`config.mk`:
```
export PLATFORM = sky130hd
export DESIGN_NAME = dmem_arbiter_flat
export DESIGN_NICKNAME = d
export VERILOG_FILES = /design/src/rtl/dmem_arbiter_if.sv /design/src/rtl/dmem_arbiter.sv /design/src/flat_wrapper.sv
export SDC_FILE = /design/constraint.sdc
export NUM_CORES = 1
export LEC_CHECK = 0
export BUFFER_PORTS_ARGS = -buffer_cell sky130_fd_sc_hd__buf_2
export CAP_MARGIN = 20
export CORE_UTILIZATION = 40
export DETAILED_ROUTE_END_ITERATION = 16
export PLACE_DENSITY = 0.73
export SETUP_SLACK_MARGIN = 0.4
export SYNTH_ARGS = -nofsm -noshare
export SYNTH_HDL_FRONTEND = slang
export SYNTH_SLANG_ARGS = --single-unit
```
`constraint.sdc`:
```
create_clock -name clk -period 3.1 [get_ports clk]
set_input_delay 0.155 -clock clk [delete_from_list [all_inputs] [get_ports clk]]
set_output_delay 0.155 -clock clk [all_outputs]
set_load 0.03 [all_outputs]
```
`src/rtl/dmem_arbiter_if.sv`:
```
// Bus bundle between two requesters, the arbiter and the data memory.
//   c_*   : core load/store request, grant back
//   a_*   : auxiliary (debug/DMA) request, grant back
//   rsp_* : registered response to the winning requester
//   m_*   : single-port data memory interface
interface dmem_arbiter_if #(
  parameter int unsigned ADDR_W = 11
);
  logic              c_req;
  logic              c_we;
  logic [ADDR_W-1:0] c_addr;
  logic [31:0]       c_wdata;
  logic [2:0]        c_func3;
  logic              c_gnt;

  logic              a_req;
  logic              a_we;
  logic [ADDR_W-1:0] a_addr;
  logic [31:0]       a_wdata;
  logic [2:0]        a_func3;
  logic              a_gnt;

  logic              rsp_valid;
  logic              rsp_id;
  logic [31:0]       rsp_rdata;
  logic              rsp_err;

  logic [ADDR_W-1:0] m_addr;
  logic [31:0]       m_wdata;
  logic [2:0]        m_func3;
  logic              m_rd_en;
  logic              m_wr_en;
  logic [31:0]       m_rdata;

  // Requesters and memory side
  modport master (
    output c_req, c_we, c_addr, c_wdata, c_func3,
    output a_req, a_we, a_addr, a_wdata, a_func3,
    output m_rdata,
    input  c_gnt, a_gnt,
    input  rsp_valid, rsp_id, rsp_rdata, rsp_err,
    input  m_addr, m_wdata, m_func3, m_rd_en, m_wr_en
  );

  // Arbiter side
  modport slave (
    input  c_req, c_we, c_addr, c_wdata, c_func3,
    input  a_req, a_we, a_addr, a_wdata, a_func3,
    input  m_rdata,
    output c_gnt, a_gnt,
    output rsp_valid, rsp_id, rsp_rdata, rsp_err,
    output m_addr, m_wdata, m_func3, m_rd_en, m_wr_en
  );
endinterface

```
`src/rtl/dmem_arbiter.sv`:
```
// Two-requester arbiter/sequencer in front of the byte-addressed data memory.
// Core has priority; aux is forced through after STARVE_LIMIT consecutive core
// grants while it waits. Each access is alignment/func3 checked, drives the
// memory for one cycle, and returns a registered response pulse.
//   clk, rst : clock, synchronous active-high reset
//   bus      : request/grant for core and aux, response, memory port
module dmem_arbiter #(
  parameter int unsigned ADDR_W       = 11,
  parameter int unsigned STARVE_LIMIT = 4
) (
  input  logic          clk,
  input  logic          rst,
  dmem_arbiter_if.slave bus
);

  localparam int unsigned CNT_W = 4;

  typedef enum logic {IDLE, ACCESS} state_t;

  state_t            state, state_nxt;
  logic [CNT_W-1:0]  starve_cnt, starve_cnt_nxt;

  logic              lat_we;
  logic              lat_id;
  logic [ADDR_W-1:0] lat_addr;
  logic [31:0]       lat_wdata;
  logic [2:0]        lat_func3;

  logic              rsp_valid, rsp_id, rsp_err;
  logic [31:0]       rsp_rdata;

  logic              any_req_c, aux_wins_c, legal_c;
  logic              c_gnt_c, a_gnt_c, m_rd_en_c, m_wr_en_c;

  // Legal func3 for the direction, with natural alignment
  function automatic logic is_legal(input logic we, input logic [1:0] a,
                                    input logic [2:0] f3);
    logic ok;
    case (f3)
      3'b000:  ok = 1'b1;
      3'b001:  ok = !a[0];
      3'b010:  ok = (a == 2'b00);
      3'b100:  ok = !we;
      3'b101:  ok = !we && !a[0];
      default: ok = 1'b0;
    endcase
    return ok;
  endfunction

  assign any_req_c  = bus.c_req || bus.a_req;
  assign aux_wins_c = bus.a_req &&
                      (!bus.c_req || (starve_cnt == CNT_W'(STARVE_LIMIT)));
  assign legal_c    = is_legal(lat_we, lat_addr[1:0], lat_func3);

  // State register
  always_ff @(posedge clk) begin
    if (rst) begin
      state      <= IDLE;
      starve_cnt <= '0;
    end else begin
      state      <= state_nxt;
      starve_cnt <= starve_cnt_nxt;
    end
  end

  // Next state, grants, memory enables, starvation count
  always_comb begin
    state_nxt      = state;
    starve_cnt_nxt = starve_cnt;
    c_gnt_c        = 1'b0;
    a_gnt_c        = 1'b0;
    m_rd_en_c      = 1'b0;
    m_wr_en_c      = 1'b0;
    case (state)
      IDLE: begin
        if (any_req_c && !rst) begin
          a_gnt_c   = aux_wins_c;
          c_gnt_c   = !aux_wins_c;
          state_nxt = ACCESS;
          if (!aux_wins_c && bus.a_req) begin
            if (starve_cnt != CNT_W'(STARVE_LIMIT))
              starve_cnt_nxt = starve_cnt + CNT_W'(1);
          end else begin
            starve_cnt_nxt = '0;
          end
        end
      end
      ACCESS: begin
        state_nxt = IDLE;
        // Reset gating keeps a dropped transaction from writing
        if (legal_c && !rst) begin
          m_rd_en_c = !lat_we;
          m_wr_en_c = lat_we;
        end
      end
      default: state_nxt = IDLE;
    endcase
  end

  // Capture the winning request on the grant edge
  always_ff @(posedge clk) begin
    if (rst) begin
      lat_we    <= 1'b0;
      lat_id    <= 1'b0;
      lat_addr  <= '0;
      lat_wdata <= '0;
      lat_func3 <= '0;
    end else if (state == IDLE && any_req_c) begin
      if (aux_wins_c) begin
        lat_we    <= bus.a_we;
        lat_id    <= 1'b1;
        lat_addr  <= bus.a_addr;
        lat_wdata <= bus.a_wdata;
        lat_func3 <= bus.a_func3;
      end else begin
        lat_we    <= bus.c_we;
        lat_id    <= 1'b0;
        lat_addr  <= bus.c_addr;
        lat_wdata <= bus.c_wdata;
        lat_func3 <= bus.c_func3;
      end
    end
  end

  // Response pulse on the cycle after ACCESS
  always_ff @(posedge clk) begin
    if (rst) begin
      rsp_valid <= 1'b0;
      rsp_id    <= 1'b0;
      rsp_err   <= 1'b0;
      rsp_rdata <= '0;
    end else begin
      rsp_valid <= (state == ACCESS);
      if (state == ACCESS) begin
        rsp_id    <= lat_id;
        rsp_err   <= !legal_c;
        rsp_rdata <= (legal_c && !lat_we) ? bus.m_rdata : 32'h0;
      end
    end
  end

  assign bus.c_gnt     = c_gnt_c;
  assign bus.a_gnt     = a_gnt_c;
  assign bus.m_rd_en   = m_rd_en_c;
  assign bus.m_wr_en   = m_wr_en_c;
  assign bus.m_addr    = lat_addr;
  assign bus.m_wdata   = lat_wdata;
  assign bus.m_func3   = lat_func3;
  assign bus.rsp_valid = rsp_valid;
  assign bus.rsp_id    = rsp_id;
  assign bus.rsp_err   = rsp_err;
  assign bus.rsp_rdata = rsp_rdata;

endmodule

```
`src/flat_wrapper.sv`:
```
// flat-port wrapper written by rule: the top's interface ports become plain ports
module dmem_arbiter_flat 
#(
  parameter int unsigned ADDR_W       = 11,
  parameter int unsigned STARVE_LIMIT = 4
)
  (clk, rst, bus_c_req, bus_c_we, bus_c_addr, bus_c_wdata, bus_c_func3, bus_a_req, bus_a_we, bus_a_addr, bus_a_wdata, bus_a_func3, bus_m_rdata, bus_c_gnt, bus_a_gnt, bus_rsp_valid, bus_rsp_id, bus_rsp_rdata, bus_rsp_err, bus_m_addr, bus_m_wdata, bus_m_func3, bus_m_rd_en, bus_m_wr_en);
  dmem_arbiter_if #(.ADDR_W(ADDR_W)) bus_i ();
  input  logic clk;
  input  logic rst;
  input wire logic [$bits(bus_i.c_req)-1:0] bus_c_req;
  input wire logic [$bits(bus_i.c_we)-1:0] bus_c_we;
  input wire logic [$bits(bus_i.c_addr)-1:0] bus_c_addr;
  input wire logic [$bits(bus_i.c_wdata)-1:0] bus_c_wdata;
  input wire logic [$bits(bus_i.c_func3)-1:0] bus_c_func3;
  input wire logic [$bits(bus_i.a_req)-1:0] bus_a_req;
  input wire logic [$bits(bus_i.a_we)-1:0] bus_a_we;
  input wire logic [$bits(bus_i.a_addr)-1:0] bus_a_addr;
  input wire logic [$bits(bus_i.a_wdata)-1:0] bus_a_wdata;
  input wire logic [$bits(bus_i.a_func3)-1:0] bus_a_func3;
  input wire logic [$bits(bus_i.m_rdata)-1:0] bus_m_rdata;
  output wire logic [$bits(bus_i.c_gnt)-1:0] bus_c_gnt;
  output wire logic [$bits(bus_i.a_gnt)-1:0] bus_a_gnt;
  output wire logic [$bits(bus_i.rsp_valid)-1:0] bus_rsp_valid;
  output wire logic [$bits(bus_i.rsp_id)-1:0] bus_rsp_id;
  output wire logic [$bits(bus_i.rsp_rdata)-1:0] bus_rsp_rdata;
  output wire logic [$bits(bus_i.rsp_err)-1:0] bus_rsp_err;
  output wire logic [$bits(bus_i.m_addr)-1:0] bus_m_addr;
  output wire logic [$bits(bus_i.m_wdata)-1:0] bus_m_wdata;
  output wire logic [$bits(bus_i.m_func3)-1:0] bus_m_func3;
  output wire logic [$bits(bus_i.m_rd_en)-1:0] bus_m_rd_en;
  output wire logic [$bits(bus_i.m_wr_en)-1:0] bus_m_wr_en;
  assign bus_i.c_req = bus_c_req;
  assign bus_i.c_we = bus_c_we;
  assign bus_i.c_addr = bus_c_addr;
  assign bus_i.c_wdata = bus_c_wdata;
  assign bus_i.c_func3 = bus_c_func3;
  assign bus_i.a_req = bus_a_req;
  assign bus_i.a_we = bus_a_we;
  assign bus_i.a_addr = bus_a_addr;
  assign bus_i.a_wdata = bus_a_wdata;
  assign bus_i.a_func3 = bus_a_func3;
  assign bus_i.m_rdata = bus_m_rdata;
  assign bus_c_gnt = bus_i.c_gnt;
  assign bus_a_gnt = bus_i.a_gnt;
  assign bus_rsp_valid = bus_i.rsp_valid;
  assign bus_rsp_id = bus_i.rsp_id;
  assign bus_rsp_rdata = bus_i.rsp_rdata;
  assign bus_rsp_err = bus_i.rsp_err;
  assign bus_m_addr = bus_i.m_addr;
  assign bus_m_wdata = bus_i.m_wdata;
  assign bus_m_func3 = bus_i.m_func3;
  assign bus_m_rd_en = bus_i.m_rd_en;
  assign bus_m_wr_en = bus_i.m_wr_en;
  dmem_arbiter #(.ADDR_W(ADDR_W), .STARVE_LIMIT(STARVE_LIMIT)) u_core (.clk(clk), .rst(rst), .bus(bus_i));
endmodule
```
==> results.sh <==
export IMPL_hold_class="in -> reg"
export IMPL_wl_mm=12.0
export IMPL_vias=4054
export IMPL_finalCritPeriodShare_pct=78.7
export IMPL_powerDensity_mw_per_mm2=521
export IMPL_rsz0062_at_grt="false"
export IMPL_syn_area_sq_mm=0.00389
export IMPL_worstPathArrival_ns=2.28
export IMPL_cts_root_buf="clkbuf_8"
export IMPL_setup_violations=0
export IMPL_dp_hpwl_mm=8.13
export IMPL_seq_area_frac_synth_pct=45.2
export IMPL_layout_cells_non_filler=730
export IMPL_grt_max_degree=66
export IMPL_fin_setup_tns_ns=0
export IMPL_leakage_uw=0.00248
export IMPL_placed_cell_area_sq_mm=0.00499
export IMPL_core_area_sq_mm=0.00933
export IMPL_critical_path_top_delay_family="flip-flops"
export IMPL_finClkSkew_ns=0.0164
export IMPL_fin_nets=728
export IMPL_worst_pin_slew_ns=0.675
export IMPL_syn_avg_cell_area_sq_um=9.62
export IMPL_worstPathCellList="nand2b_1 -> nor4b_4 -> buf_4 -> buf_2"
export IMPL_slew_headroom_pct=55.0
export IMPL_synth_nets=537
export IMPL_die_area_sq_mm=0.0101
export IMPL_fin_area_sq_mm=0.00525
export IMPL_gp_congestion=0.781
export IMPL_setup_worst_path_class="reg -> out"
export IMPL_io_buffers=214
export IMPL_clk_pin_slew_ns=0.10
export IMPL_synth_warnings=0
export IMPL_synthesis_instances=405
export IMPL_ys_ff_latch=88
export IMPL_cpMaxStageDelayCell="dfxtp_2"
export IMPL_grt_pass1_wl_mm=18.3
export IMPL_die_w_microns=101
export IMPL_place_inst=709
export IMPL_start_util_pct=41.8
export IMPL_wl_per_cell_microns=16.4
export IMPL_avgViaCountPerCell=5.55
export IMPL_die_y_microns=101
export IMPL_cts_sinks=88
export IMPL_drt_iter0_drc=132
export IMPL_ys_types=36
export IMPL_area_growth_pct=34.9
export IMPL_clkLatencyLatePin_ns=0.36
export IMPL_status="finished, final reports clean"
export IMPL_grt_usage_pct=22.6
export IMPL_final_common_cell="buf_2"
export IMPL_cts_tree="built"
export IMPL_required_ns=2.94
export IMPL_path_buf_inv=2
export IMPL_clockBufferDepth=2
export IMPL_grt_overflow=0
export IMPL_dr_pass1_iters=4
export IMPL_antenna_left=0
export IMPL_period_minus_slack_ns=2.44
export IMPL_p_total_uw=2740
export IMPL_antenna_found_initial=0
export IMPL_cp_end_kind="output port"
export IMPL_drv_cap=0
export IMPL_critPathLaunchType="flip-flop"
export IMPL_final_cell_mix="buf_2 (214), dfxtp_1 (87), nor2_1 (51)"
export IMPL_hold_viol=0
export IMPL_drc_errors=0
export IMPL_max_stage_delay_ns=0.77
export IMPL_slew_viol_final=0
export IMPL_drive_gt1_share_pct=41.4
export IMPL_numCtsBuffers=9
export IMPL_fmax_mhz=410
export IMPL_peakVddDrop_uv=216
export IMPL_first_global_vias=3854
export IMPL_htreeDepth=3
export IMPL_critPathMaxFanout=33
export IMPL_ios=215
export IMPL_final_fill_count=849
export IMPL_fp_row_count=35
export IMPL_antenna_cells=0
## stage by stage
stage / hold WS, ns / utilization [%] / setup slack, ns
6_report: 0.0173 / 56.3 / 0.661
5_1_grt: 0.00594 / 56.3 / 0.519
4_1_cts: 0.00101 / 56.3 / 0.654
3_5_place_dp: 0.377 / 53.5 / 1.02
3_3_place_gp: 0.376 / 53.5 / 1.12
2_1_floorplan: 0.288 / - / 1.35
## logic make-up (layout without fill, tap and decap cells)
logic type               after synthesis  count (layout)  share of synthesized area (%)
AND/OR/NAND/NOR                      163             163                           27.9
AO/OA/AOI/OAI                         97              97                           19.7
flip-flops                            88              88                           45.2
buffers and inverters                 54             250                           6.26
adder cells (fa/ha/maj)                2               2                          0.642
multiplexers                           1               1                          0.257
## repair_timing
item | 4_1_cts | 5_1_grt
resized for setup | 0 | 0
buffers inserted | 0 | 0
hold buffers | 5 | 0
hold endpoints to repair | 5 | 0
## synth_stat cells (all sizes together)
cell     n  share of area, %
a221o    1              0.26
nor4bb  47                12
ha       2              0.64
or2      1              0.16
o41ai    1              0.22
a21oi    5              0.64
inv      4              0.39
nor2    52               5.0
a211oi  49               9.6
mux2i    1              0.26
o21ai    2              0.26
nand2b   3              0.48
dfxtp   88                45
a21o     1              0.19
and2     1              0.16
clkbuf  32               3.1
o21bai   1              0.29
nand3b   1              0.19
nand4b   2              0.45
nor4b    1              0.61
o31a     1              0.22
buf     18               2.8
o31ai    2              0.39
nand2    2              0.19
nand3    2              0.26
a22o    32               7.2
o22ai    1              0.16
or4      2              0.48
nor4    47               7.5
and3     2              0.32
o21ba    1              0.26
## metal layers
metal  vias to the layer above  track usage, %  routed length [microns]
li1                       1955               -                        -
met1                      1878            27.4                     5290
met2                       199            38.6                     5460
met3                        22            5.76                      984
met4                         0            8.25                      228
met5                         -               0                        0
## path summary, 6_finish.rpt
check | to | depth (start not counted) | from | slack (ns)
max | bus_m_rd_en | 4 | u_core.state | 0.66
min | u_core.bus.rsp_rdata[31] | 2 | bus_m_rdata[31] | 0.02
max reg2reg | u_core.bus.m_wdata[30] | 4 | u_core.state | 1.00
min reg2reg | u_core.lat_id | 2 | u_core.lat_id | 0.46
## state kept, by name (all words and copies together), names as in the netlist
name	count
u_core.bus.m_wdata	32
u_core.bus.rsp_rdata	32
u_core.bus.m_addr	11
u_core.starve_cnt	4
u_core.bus.m_func3	3
u_core.bus.rsp_err	1
u_core.bus.rsp_id	1
u_core.bus.rsp_valid	1
u_core.lat_id	1
u_core.lat_we	1
u_core.state	1
## area by class of cell
type                       count  area, sq um  area share, %
clock inverter                 7         85.1           1.62
timing repair buffer         230         1200           22.9
clock buffer                   9          124           2.36
inverter                       4         15.0          0.286
sequential                    88         1760           33.6
multi-input combinational    263         1900           36.2
tap                          129          161           3.07
## where the power goes
part	switching, uW	internal (uW)
sequential	61.4	1220
combinational	390	226
clock	449	392
Power figures use the tool's default switching activity.
